<file path="src/rtl/cnn_fc_core_ctl_gen.sv">
// CNN/FC core controller: muxes operand bundles onto a shared external MAC,
// tracks in-flight beats with a tag pipeline, accumulates FC partial sums,
// quantises results, and buffers FC outputs in a ready/valid FIFO.
module cnn_fc_core_ctl_gen #(
  parameter int unsigned VEC_W     = 72,
  parameter int unsigned SUM_W     = 20,
  parameter int unsigned FC_PARTS  = 3,
  parameter int unsigned MAC_LAT   = 2,
  parameter int unsigned QSHIFT    = 4,
  parameter int unsigned OUT_W     = 8,
  parameter int unsigned OUT_DEPTH = 4
) (
  input  logic                        clk,
  input  logic                        rst_n,
  input  logic                        cnn_valid,
  input  logic [VEC_W-1:0]            cnn_data,
  input  logic [VEC_W-1:0]            filter_data,
  output logic                        cnn_ack,
  input  logic                        fc_valid,
  input  logic [VEC_W-1:0]            fc_data,
  input  logic [VEC_W-1:0]            weight_data,
  input  logic                        fc_clear,
  output logic [VEC_W-1:0]            mac_kernel,
  output logic [VEC_W-1:0]            mac_weight,
  input  logic [SUM_W-1:0]            mac_sum,
  output logic                        cnn_out,
  output logic [OUT_W-1:0]            cnn_data_out,
  output logic                        out_valid,
  input  logic                        out_ready,
  output logic [OUT_W-1:0]            out_data,
  output logic [$clog2(FC_PARTS)-1:0] fc_part_idx,
  output logic                        sat_flag,
  output logic                        ovf
);

  localparam int unsigned IDX_W  = $clog2(FC_PARTS);
  localparam int unsigned ACC_W  = SUM_W + IDX_W;
  localparam int unsigned Q_W    = ACC_W + 1;
  localparam int unsigned PTR_W  = $clog2(OUT_DEPTH);
  localparam int unsigned RND_SH = (QSHIFT > 0) ? QSHIFT - 1 : 0;
  localparam logic signed [Q_W-1:0] RND   = (QSHIFT > 0) ? (Q_W'(1) << RND_SH) : '0;
  localparam logic signed [Q_W-1:0] Q_MAX = Q_W'((64'sd1 <<< (OUT_W - 1)) - 64'sd1);
  localparam logic signed [Q_W-1:0] Q_MIN = ~Q_MAX;

  // Tag pipeline state
  logic [MAC_LAT-1:0] tag_fc;
  logic [MAC_LAT-1:0] tag_cnn;
  logic               ex_fc;
  logic               ex_cnn;

  // Accumulator and quantiser
  logic signed [ACC_W-1:0] acc;
  logic signed [ACC_W-1:0] sum_ext;
  logic signed [ACC_W-1:0] fc_total;
  logic signed [ACC_W-1:0] q_in;
  logic signed [Q_W-1:0]   q_rnd;
  logic signed [Q_W-1:0]   q_sh;
  logic [OUT_W-1:0]        q_res;
  logic                    q_sat_c;
  logic                    last_part;
  logic                    q_fc_v;
  logic [OUT_W-1:0]        q_data;

  // Output FIFO
  logic [OUT_W-1:0] mem [OUT_DEPTH];
  logic [PTR_W-1:0] rd_ptr;
  logic [PTR_W-1:0] wr_ptr;
  logic [PTR_W:0]   count;
  logic             full;
  logic             pop;
  logic             do_push;

  assign cnn_ack    = cnn_valid & ~fc_valid;
  assign mac_kernel = fc_valid ? fc_data : cnn_data;
  assign mac_weight = fc_valid ? weight_data : filter_data;

  // An exiting FC tag is killed by fc_clear in the same cycle.
  assign ex_fc     = tag_fc[MAC_LAT-1] & ~fc_clear;
  assign ex_cnn    = tag_cnn[MAC_LAT-1];
  assign last_part = (fc_part_idx == IDX_W'(FC_PARTS - 1));

  // Shift issue tags along with the MAC latency; fc_clear wipes all FC tags
  always_ff @(posedge clk or negedge rst_n) begin
    if (!rst_n) begin
      tag_fc  <= '0;
      tag_cnn <= '0;
    end else begin
      tag_cnn[0] <= cnn_ack;
      tag_fc[0]  <= fc_valid & ~fc_clear;
      for (int unsigned i = 1; i < MAC_LAT; i++) begin
        tag_cnn[i] <= tag_cnn[i-1];
        tag_fc[i]  <= tag_fc[i-1] & ~fc_clear;
      end
    end
  end

  // Select quantiser input, round, shift and clamp
  always_comb begin
    sum_ext  = {{IDX_W{mac_sum[SUM_W-1]}}, mac_sum};
    fc_total = acc + sum_ext;
    q_in     = ex_fc ? fc_total : sum_ext;
    q_rnd    = {q_in[ACC_W-1], q_in} + RND;
    q_sh     = q_rnd >>> QSHIFT;
    q_sat_c  = 1'b0;
    q_res    = q_sh[OUT_W-1:0];
    if (q_sh > Q_MAX) begin
      q_res   = Q_MAX[OUT_W-1:0];
      q_sat_c = 1'b1;
    end else if (q_sh < Q_MIN) begin
      q_res   = Q_MIN[OUT_W-1:0];
      q_sat_c = 1'b1;
    end
  end

  // Accumulate FC partials and track the expected partial index
  always_ff @(posedge clk or negedge rst_n) begin
    if (!rst_n) begin
      acc         <= '0;
      fc_part_idx <= '0;
    end else if (fc_clear) begin
      acc         <= '0;
      fc_part_idx <= '0;
    end else if (ex_fc) begin
      if (last_part) begin
        acc         <= '0;
        fc_part_idx <= '0;
      end else begin
        acc         <= fc_total;
        fc_part_idx <= fc_part_idx + IDX_W'(1);
      end
    end
  end

  // Quantiser register stage: CNN pulse, FC push request, saturation pulse
  always_ff @(posedge clk or negedge rst_n) begin
    if (!rst_n) begin
      cnn_out  <= 1'b0;
      q_fc_v   <= 1'b0;
      sat_flag <= 1'b0;
      q_data   <= '0;
    end else begin
      cnn_out  <= ex_cnn;
      q_fc_v   <= ex_fc & last_part;
      sat_flag <= (ex_cnn | (ex_fc & last_part)) & q_sat_c;
      if (ex_cnn | (ex_fc & last_part)) begin
        q_data <= q_res;
      end
    end
  end

  assign cnn_data_out = q_data;

  assign out_valid = (count != '0);
  assign out_data  = mem[rd_ptr];
  assign full      = (count == (PTR_W + 1)'(OUT_DEPTH));
  assign pop       = out_valid & out_ready;
  // A pop frees the slot for a same-cycle push when full; no bypass when empty.
  assign do_push   = q_fc_v & (~full | pop);

  // FC output FIFO with sticky overflow; fc_clear clears ovf but keeps contents
  always_ff @(posedge clk or negedge rst_n) begin
    if (!rst_n) begin
      rd_ptr <= '0;
      wr_ptr <= '0;
      count  <= '0;
      ovf    <= 1'b0;
      for (int unsigned i = 0; i < OUT_DEPTH; i++) begin
        mem[i] <= '0;
      end
    end else begin
      if (pop) begin
        rd_ptr <= rd_ptr + PTR_W'(1);
      end
      if (do_push) begin
        mem[wr_ptr] <= q_data;
        wr_ptr      <= wr_ptr + PTR_W'(1);
      end
      if (do_push && !pop) begin
        count <= count + (PTR_W + 1)'(1);
      end else if (!do_push && pop) begin
        count <= count - (PTR_W + 1)'(1);
      end
      if (fc_clear) begin
        ovf <= 1'b0;
      end else if (q_fc_v && full && !pop) begin
        ovf <= 1'b1;
      end
    end
  end

endmodule

</file>
<file path="config.mk">
export PLATFORM = sky130hd
export DESIGN_NAME = cnn_fc_core_ctl_gen
export DESIGN_NICKNAME = d
export VERILOG_FILES = /design/src/rtl/cnn_fc_core_ctl_gen.sv
export SDC_FILE = /design/constraint.sdc
export NUM_CORES = 1
export LEC_CHECK = 0
export CORE_AREA = 2 2 187 189
export DETAILED_ROUTE_END_ITERATION = 8
export DIE_AREA = 0 0 189 191
export GPL_ROUTABILITY_DRIVEN = 0
export SLEW_MARGIN = 25
export SYNTH_ARGS = -nofsm -noshare
export SYNTH_HDL_FRONTEND = slang
export SYNTH_SLANG_ARGS = --single-unit
</file>
<file path="constraint.sdc">
create_clock -name clk -period 4.4 [get_ports clk]
set_input_delay 1.1 -clock clk [delete_from_list [all_inputs] [get_ports clk]]
set_output_delay 1.1 -clock clk [all_outputs]
set_load 0.01 [all_outputs]
</file>
== Word level (Yosys, flattened, before mapping) ==
Index checks and enable logic that the tools add are counted.

* Bits of input ports: 314
* Memory bits (read-only): 0
* Memories: 0
* Output and inout port bits: 167
* Memory bits (writable): 0
* Latch bits: 0
* Word-level logic and storage cells: 79
* Register bits after elaboration: 79

* Shifts and indexed selects: 0
* Order comparisons: 5
* Reduce and logical (&&, ||, !) cells: 11
* Bitwise operators: 15
* Add/subtract/negate cells: 7
* Divide/modulo/power cells: 0
* Multiply operators: 0
* Multiplexer cells: 23
* Equality and inequality tests: 2

{| class="wikitable"
|+ Operators with widths
! operator !! count
|-
| 72-bit two-way mux || 2
|-
| 22-bit two-way mux || 4
|-
| 8-bit two-way mux || 5
|-
| 32-bit bitwise mux || 1
|-
| 22-bit by 5-bit adder with 23-bit output (second input constant) || 1
|-
| 22-bit by 20-bit adder with 22-bit output || 1
|-
| 19-bit by 8-bit greater-than comparator with 1-bit output (second input constant) || 1
|-
| 19-bit by 8-bit less-than comparator with 1-bit output (second input constant) || 1
|-
| 8-bit binary-select mux with 2-bit select || 1
|-
| 8-bit demux with 2-bit select || 1
|-
| 1-bit bitwise AND || 8
|-
| 2-bit by 1-bit adder with 2-bit output (second input constant) || 3
|-
| 3-bit greater-or-equal comparator (second input constant) || 2
|-
| 2-bit two-way mux || 3
|-
| 3-bit two-way mux || 2
|-
| 2-bit NOT with 3-bit output || 2
|-
| 2-bit nonzero test || 3
|-
| 1-bit logical AND || 5
|-
| 1-bit two-way mux || 4
|-
| 3-bit by 1-bit adder with 3-bit output (second input constant) || 1
|-
| 3-bit == test (second input constant) || 1
|-
| 3-bit by 1-bit less-than comparator with 1-bit output (second input constant) || 1
|-
| 1-bit NOT || 3
|-
| 3-bit nonzero test || 1
|-
| 4 further kinds || 6
|}

== Longest topological paths before layout ==
Gate-level depths: netlist of run 1.

* Word-level depth: 8
* Gate-level depth with buffers: 20
* Mapped depth without buffers: 20

== Worst setup path after synthesis of run 1 ==
No wires, ideal clock.

* Path kind: input to register
* Start: input fc_clear
* End: register q_data[1] (netlist: cnn_data_out[1])
* Setup time: 143 ps
* Arrival time: 4,733 ps
* Data required time: 4,257 ps
* Stages on the path: 19
* Buffers on the path: 5
* Setup slack: -476 ps
* Path through: buf_2 > nand2b_1 > buf_6 > clkbuf_1 > buf_6 > clkbuf_1 > nand2_1 > nand2_1 > ha_1 > nand4b_1 > a211oi_1 > a211oi_1 > a21oi_2 > o21ai_2 > nor3_1 > nand3_1 > a2111o_1 > o31ai_4 > a311oi_1

* Longest elaborated chain between the ends: 7
* Elaborated cells on any way between the ends: 10
* Classes of those cells: add/sub (1); order compare (2); mux (3); bitwise (4)

{| class="wikitable"
|+ Ends and longest elaborated chain
! element !! line !! source
|-
| start, declared || 22 || <nowiki>input logic fc_clear,</nowiki>
|-
| 1-bit NOT (*) || 78 || <nowiki>assign ex_fc = tag_fc[MAC_LAT-1] & ~fc_clear;</nowiki>
|-
| 1-bit bitwise AND (*) || 78 ||
|-
| 22-bit two-way mux || 101 || <nowiki>q_in = ex_fc ? fc_total : sum_ext;</nowiki>
|-
| 22-bit by 5-bit adder with 23-bit output || 102 || <nowiki>q_rnd = {q_in[ACC_W-1], q_in} + RND;</nowiki>
|-
| 19-bit by 8-bit less-than comparator with 1-bit output || 109 || <nowiki>end else if (q_sh < Q_MIN) begin</nowiki>
|-
| 8-bit two-way mux || 109 ||
|-
| 8-bit two-way mux || 106 || <nowiki>if (q_sh > Q_MAX) begin</nowiki>
|-
| end signal, assigned || 146 || <nowiki>q_data <= q_res;</nowiki>
|-
| end, declared || 62 || <nowiki>logic [OUT_W-1:0] q_data;</nowiki>
|}

Mark *: on every way between the ends. The rest lies on a longest branch, timed or not.
A chain may end at the register's enable or synchronous reset.

== Worst setup path after layout of run 1 ==
* Start: input mac_sum[5]
* End: register q_data[2] (netlist: cnn_data_out[2])

* Longest elaborated chain between the ends: 6
* Elaborated cells on any way between the ends: 7
* Classes of those cells: add/sub (2); order compare (2); mux (3)

{| class="wikitable"
|+ Ends and longest elaborated chain
! element !! line !! source
|-
| start, declared || 25 || <nowiki>input logic [SUM_W-1:0] mac_sum,</nowiki>
|-
| 22-bit by 20-bit adder with 22-bit output || 100 || <nowiki>fc_total = acc + sum_ext;</nowiki>
|-
| 22-bit two-way mux (*) || 101 ||
|-
| 22-bit by 5-bit adder with 23-bit output (*) || 102 ||
|-
| 19-bit by 8-bit less-than comparator with 1-bit output || 109 ||
|-
| 8-bit two-way mux || 109 ||
|-
| 8-bit two-way mux (*) || 106 ||
|}

Marked as above.

==> impl_metrics.env, run 1 <==
export IMPL_status="complete, no violations"
export IMPL_io_buffers=480
export IMPL_clkTransAtPathRegs_ps=70
export IMPL_synth_compound_area_frac=0.185
export IMPL_synth_cell_types=88
export IMPL_drtPass1Iterations=6
export IMPL_max_stage_delay_ps=480
export IMPL_seqPwrFrac=0.278
export IMPL_synth_seq_area_share=0.254
export IMPL_synthToLayoutAreaGrowth_pct=94.8
export IMPL_fin_crit_ps=4400
export IMPL_critical_path_class="input port to register"
export IMPL_power_density_nw_per_um2=206
export IMPL_fin_util=0.445
export IMPL_synthesis_area_um2=7790
export IMPL_rsz0062_at_grt="yes"
export IMPL_wl_per_cell_um=23.3
export IMPL_seq_area_um2=1980
export IMPL_start_util=0.228
export IMPL_place_area_um2=14300
export IMPL_clkSinkCount=79
export IMPL_tightestPinTransition_ps=771
export IMPL_ys_seq_elements=79
export IMPL_cp_end_kind="register"
export IMPL_drc=0
export IMPL_cp_arrival_ps=4600
export IMPL_grt_pass1_vias=9345
export IMPL_fin_setup_tns_ps=0
export IMPL_slew_violations=0
export IMPL_muxShareOfSynthArea=0.291
export IMPL_core_um2=34100
export IMPL_wirelength_um=44500
export IMPL_ios=481
export IMPL_h_tree_depth=3
export IMPL_drt_iter0_drc=633
export IMPL_fin_ws_ps=2.23
export IMPL_drive_gt1_frac=0.352
export IMPL_cts_hold_buffers=0
export IMPL_syn_instance_count=800
export IMPL_grt_max_degree=62
export IMPL_die_w_um=189
export IMPL_cts_tree="built"
export IMPL_p_leak_nw=6.33
export IMPL_worst_path_max_fanout=7
export IMPL_grt_pass1_wl_um=63300
export IMPL_antenna_found_initial=15
export IMPL_avgViaCountPerCell=4.84
export IMPL_synth_edff_count=0
export IMPL_synth_xor_area_frac=0.0336
export IMPL_nets=1783
export IMPL_yosys_area_share_simple=0.149
export IMPL_required_ps=4610
export IMPL_synthArstFlopShare=1.00
export IMPL_fin_skew_ps=9.25
export IMPL_avgSynthCellArea_um2=9.74
export IMPL_multi_input_area_um2=5950
export IMPL_hold_violations=0
export IMPL_synth_nets=1143
export IMPL_cp_cell_sequence="dlygate4sd2_1 > ha_4 > buf_4 > a21oi_1 > nand2_1 > o21a_1 > or3_1 > a41o_2 > nand2_2 > or3_4 > nand3b_1 > a2111o_1 > o31ai_4 > a311oi_2"
export IMPL_numCtsBuffers=9
export IMPL_cts_root_buffer="clkbuf_16"
export IMPL_p_clk_frac=0.268
export IMPL_slowest_stage="a2111o_1"
export IMPL_clockBufferDepth=2
export IMPL_swShare=0.322
export IMPL_grt_total_usage=0.241
export IMPL_power_net_switching_w=0.00101
export IMPL_die_area_um2=36100
export IMPL_clk_latency_ps=350
export IMPL_critPathLaunchType="input port"
export IMPL_setup_viol=0
export IMPL_vias=9226
export IMPL_design_area_um2=15200
export IMPL_fill_cells=3265
export IMPL_synthFlopType="dfrtp_1"
export IMPL_synth_adder_area_share=0.0485
export IMPL_yosysWarnings=0
export IMPL_grt_overflow=0
export IMPL_synth_top_family_by_area="multiplexers"
export IMPL_internal_power_w=0.00212
export IMPL_cap_violations=0
export IMPL_fmaxAchievable_mhz=227
export IMPL_combPwrFrac=0.455
export IMPL_place_ws_ps=-794
export IMPL_hp_class="register to register"
export IMPL_die_h_um=191
export IMPL_peakVddDrop_v=0.000196
export IMPL_dp_hpwl_um=38400
export IMPL_drtAntennaViolNets=0
export IMPL_max_slew_margin=0.486
export IMPL_fp_row_count=68
export IMPL_finalCritPeriodShare=0.999
[state kept, by name, summed over array words and instances, names as in the netlist]
register      flops
rd_ptr            2
ovf               1
cnn_data_out      8
count             3
tag_fc            2
mem              32
fc_part_idx       2
wr_ptr            2
tag_cnn           2
cnn_out           1
q_fc_v            1
sat_flag          1
acc              22
[power by group through the flow]
stage               logic (W)  clock network (W)  registers (W)
CTS                   0.00142           0.000861       0.000870
floorplan            0.000570                  0       0.000832
global route          0.00151           0.000889       0.000883
finish                0.00142           0.000839       0.000870
global placement      0.00137                  0       0.000879
detailed placement    0.00138                  0       0.000882
[path summary, 6_finish.rpt]
| check | slack [ps] | cells past startpoint | startpoint | to |
|---|---|---|---|---|
| min reg2reg | 360 | 0 | tag_cnn[0]$_DFF_PN0_ | tag_cnn[1]$_DFF_PN0_ |
| min | 360 | 0 | tag_cnn[0]$_DFF_PN0_ | tag_cnn[1]$_DFF_PN0_ |
| max reg2reg | 440 | 20 | acc[0]$_DFFE_PN0P_ | cnn_data_out[2]$_DFFE_PN0P_ |
| max in group asynchronous | 2750 | 2 | rst_n | tag_fc[0]$_DFF_PN0_ |
| min in group asynchronous | 740 | 1 | rst_n | mem[18]$_DFFE_PN0P_ |
| max | 2 | 14 | mac_sum[5] | cnn_data_out[2]$_DFFE_PN0P_ |
[cells in the mapped netlist (3+ instances only)]
master    instances  area share
o211a_1           5      0.0064
and3_1           13       0.010
a21oi_1          31       0.020
nor2_1           47       0.023
o31ai_1           6      0.0058
or3_1             4      0.0032
and3_2            3      0.0029
xor2_1           11       0.012
mux2i_1           8       0.010
a22o_1            9       0.010
xnor2_1          17       0.019
a31oi_1           6      0.0048
clkbuf_1         27       0.013
inv_1            13      0.0063
nand3_1          12      0.0077
a211o_1           3      0.0034
mux4_2            8       0.023
nor3_2            3      0.0039
buf_2             8      0.0051
o211ai_1          8      0.0077
nand2_1          60       0.029
o21ai_2           4      0.0045
nand4_1          11      0.0088
o21ai_1           4      0.0026
and2_1           14       0.011
buf_4             5      0.0048
dfrtp_1          79        0.25
nand2b_1          9      0.0072
a41oi_1           4      0.0045
buf_6             7       0.010
mux2_2          178        0.26
nor2b_1           8      0.0064
o21ai_0          30       0.019
a21o_1            6      0.0058
nor3_1           12      0.0077
ha_1             27       0.043
a311oi_1          4      0.0045
nor4_1            4      0.0032
a32o_1            3      0.0039
o21a_1            7      0.0067
a211oi_1         18       0.017
[cell families (layout without fill, tap and decap cells)]
group,after synthesis,count (layout)
xor+xnor,29,29
simple gates,221,221
fa+ha+maj,29,29
mux,194,194
compound gates,187,187
buf+inv,61,706
flops,79,79
other cells,0,7
[worst max-delay path, delay by kind of cell]
| family | cells | cell delay (ps) |
|---|---|---|
| AO/OA/AOI/OAI | 6 | 1770 |
| adder cells (fa/ha/maj) | 1 | 280 |
| AND/OR/NAND/NOR | 5 | 920 |
| buffers and inverters | 2 | 530 |
[stage by stage]
stage               instances  power, W  hold WS (ps)
finish                   1907   0.00313           355
floorplan                 800   0.00140           331
global route             1901   0.00328           358
global placement         1863   0.00225           343
detailed placement       1863   0.00226           346
CTS                      1894   0.00315           353
[cell usage in the layout (no fill, tap or decap), types with 8 or more instances in the layout]
master           instances
dlygate4sd2_1            9
and2_1                  14
xor2_1                  11
o211ai_1                 8
ha_1                     9
dfrtp_1                 79
mux4_2                   8
and3_1                  12
clkdlybuf4s50_1        463
a21oi_1                 25
inv_1                   11
a211oi_1                11
ha_4                    13
buf_4                  196
xnor2_1                 16
nor3_1                   8
mux2_2                 178
nand4_1                 11
a211oi_2                 8
nand3_1                 11
clkbuf_16                9
a22o_1                   9
nor2b_1                  8
o21ai_0                 24
nor2_1                  43
nand2_1                 56
[area by class of cell]
| cell class | instances | share of cell area |
|---|---|---|
| clock buffer | 10 | 0.0151 |
| sequential | 79 | 0.130 |
| clock inverter | 6 | 0.00602 |
| antenna | 7 | 0.00115 |
| timing repair buffer | 677 | 0.415 |
| multi-input combinational | 660 | 0.392 |
| inverter | 13 | 0.00322 |
| tap | 455 | 0.0375 |
[routing by layer]
layer	up-vias	global-route usage	wire (um)
met1	4419	0.302	18300
li1	4321	-	-
met4	12	0.0412	671
met5	-	0	69
met3	47	0.0648	4080
met2	427	0.417	21300
[timing repair]
item | in CTS | in global routing
pin swaps | 26 | 26
setup buffers | 15 | 6
resized for setup | 67 | 32
gates cloned | 0 | 0
setup endpoints to repair | 8 | 9
No activity file was read; power rests on OpenSTA's default activity.
==> inputs of run 2 (changes only) <==
Settings changed: MAX_ROUTING_LAYER set to met4.
==> impl_metrics.env, run 2 (synthesis results as in run 1) <==
export IMPL_slew_violations=0
export IMPL_stdcell_count=1916
export IMPL_cp_end_kind="register"
export IMPL_fin_crit_ps=4380
export IMPL_cts_root_buffer="clkbuf_16"
export IMPL_drc=0
export IMPL_drive_gt1_frac=0.353
export IMPL_synthToLayoutAreaGrowth_pct=95.3
export IMPL_status="complete, no violations"
export IMPL_peakVddDrop_v=0.000197
export IMPL_cp_arrival_ps=4590
export IMPL_top_register="mem"
export IMPL_die_w_um=189
export IMPL_grt_pass1_wl_um=63000
export IMPL_clk_latency_ps=350
export IMPL_grt_pass1_vias=9361
export IMPL_start_util=0.228
export IMPL_fill_cells=3261
export IMPL_core_um2=34100
export IMPL_fmaxAchievable_mhz=228
export IMPL_fin_setup_tns_ps=0
export IMPL_fp_row_count=68
export IMPL_fin_util=0.446
export IMPL_finalCritPeriodShare=0.996
export IMPL_layout_commonest_cell="clkdlybuf4s50_1"
export IMPL_p_leak_nw=6.34
export IMPL_rsz0062_at_grt="yes"
export IMPL_tightestPinTransition_ps=778
export IMPL_required_ps=4600
export IMPL_nets=1786
export IMPL_power_density_nw_per_um2=206
export IMPL_hold_violations=0
export IMPL_vias=9268
export IMPL_worst_path_max_fanout=7
export IMPL_cap_violations=0
export IMPL_clockBufferDepth=2
export IMPL_numCtsBuffers=9
export IMPL_ios=481
export IMPL_avgViaCountPerCell=4.84
export IMPL_wirelength_um=44600
export IMPL_cts_hold_buffers=0
export IMPL_largest_reg_flops=32
export IMPL_die_h_um=191
export IMPL_drt_iter0_drc=546
export IMPL_critPathLaunchType="input port"
export IMPL_fin_ws_ps=16.9
export IMPL_wl_per_cell_um=23.3
export IMPL_clkSinkCount=79
export IMPL_seq_area_um2=1980
export IMPL_grt_overflow=0
export IMPL_clkTransAtPathRegs_ps=60
export IMPL_setup_viol=0
export IMPL_h_tree_depth=3
export IMPL_antenna_found_initial=17
export IMPL_hp_class="register to register"
export IMPL_fin_skew_ps=11.1
export IMPL_die_area_um2=36100
export IMPL_dp_hpwl_um=38400
export IMPL_layout_common_cells="clkdlybuf4s50_1 (463), buf_4 (198), mux2_2 (178)"
export IMPL_drtAntennaViolNets=0
export IMPL_grt_max_degree=62
export IMPL_multi_input_area_um2=5940
export IMPL_drtPass1Iterations=7
export IMPL_critical_path_class="input port to register"
export IMPL_grt_total_usage=0.247
export IMPL_max_slew_margin=0.482
export IMPL_cts_tree="built"
export IMPL_place_ws_ps=-794
export IMPL_io_buffers=480
export IMPL_place_inst=1863
## run 2: changes by cell type in the layout (fill, tap and decap cells not counted)
| cell | change |
|---|---|
| diode_2 | +6 |
| nand2_1 | +1 |
| buf_4 | +2 |
| buf_6 | +1 |
| nand2_2 | -1 |
## run 2: per-layer routing
| metal | up-vias | global-route usage | share of wire | routed length [um] |
|---|---|---|---|---|
| li1 | 4344 | - | - | - |
| met1 | 4445 | 0.293 | 0.41 | 18100 |
| met2 | 435 | 0.412 | 0.48 | 21300 |
| met3 | 44 | 0.0786 | 0.097 | 4330 |
| met4 | 0 | 0.0487 | 0.021 | 915 |
| met5 | - | - | 0 | 0 |
## run 2: critical path, cell delays in order
cell,delay (ps)
dlygate4sd2_1,310
ha_1,340
buf_4,180
nand4_2,130
a21oi_1,80
o21a_1,200
or4_1,500
o211a_2,180
o211ai_4,250
or3_4,190
nand3b_1,80
a2111o_1,480
o31ai_4,420
a311oi_2,150
## run 2: stage by stage
stage,hold slack (ps),instance area (um^2),power (W)
6_report,353,15200,0.00314
5_1_grt,358,15200,0.00328
4_1_cts,353,15000,0.00315
3_5_place_dp,346,14300,0.00226
3_3_place_gp,343,14300,0.00225
2_1_floorplan,331,7840,0.00140
## run 2: worst paths after layout
check,from,end,slack (ps),cells after the start
max,mac_sum[9],cnn_data_out[2]$_DFFE_PN0P_,20,14
min,tag_cnn[0]$_DFF_PN0_,tag_cnn[1]$_DFF_PN0_,350,0
max reg2reg,acc[0]$_DFFE_PN0P_,cnn_data_out[2]$_DFFE_PN0P_,430,16
min reg2reg,tag_cnn[0]$_DFF_PN0_,tag_cnn[1]$_DFF_PN0_,350,0
max in group asynchronous,rst_n,tag_fc[0]$_DFF_PN0_,2760,2
min in group asynchronous,rst_n,mem[18]$_DFFE_PN0P_,730,1
## run 2: cell type report
| type | instances | area share |
|---|---|---|
| sequential | 79 | 0.130 |
| clock buffer | 10 | 0.0151 |
| clock inverter | 6 | 0.00600 |
| tap | 455 | 0.0374 |
| multi-input combinational | 660 | 0.391 |
| antenna | 13 | 0.00214 |
| timing repair buffer | 680 | 0.415 |
| inverter | 13 | 0.00321 |
## run 2: where the power goes
part | internal [W] | leakage, nW | switching [W]
clock | 0.000502 | 0.158 | 0.000336
combinational | 0.000844 | 5.13 | 0.000584
sequential | 0.000777 | 1.05 | 0.0000920
## run 2: what timing repair did
item,in CTS,in global routing
setup buffers,15,9
pin swaps,26,26
endpoints found under the setup margin,8,9
gates resized for setup,67,32
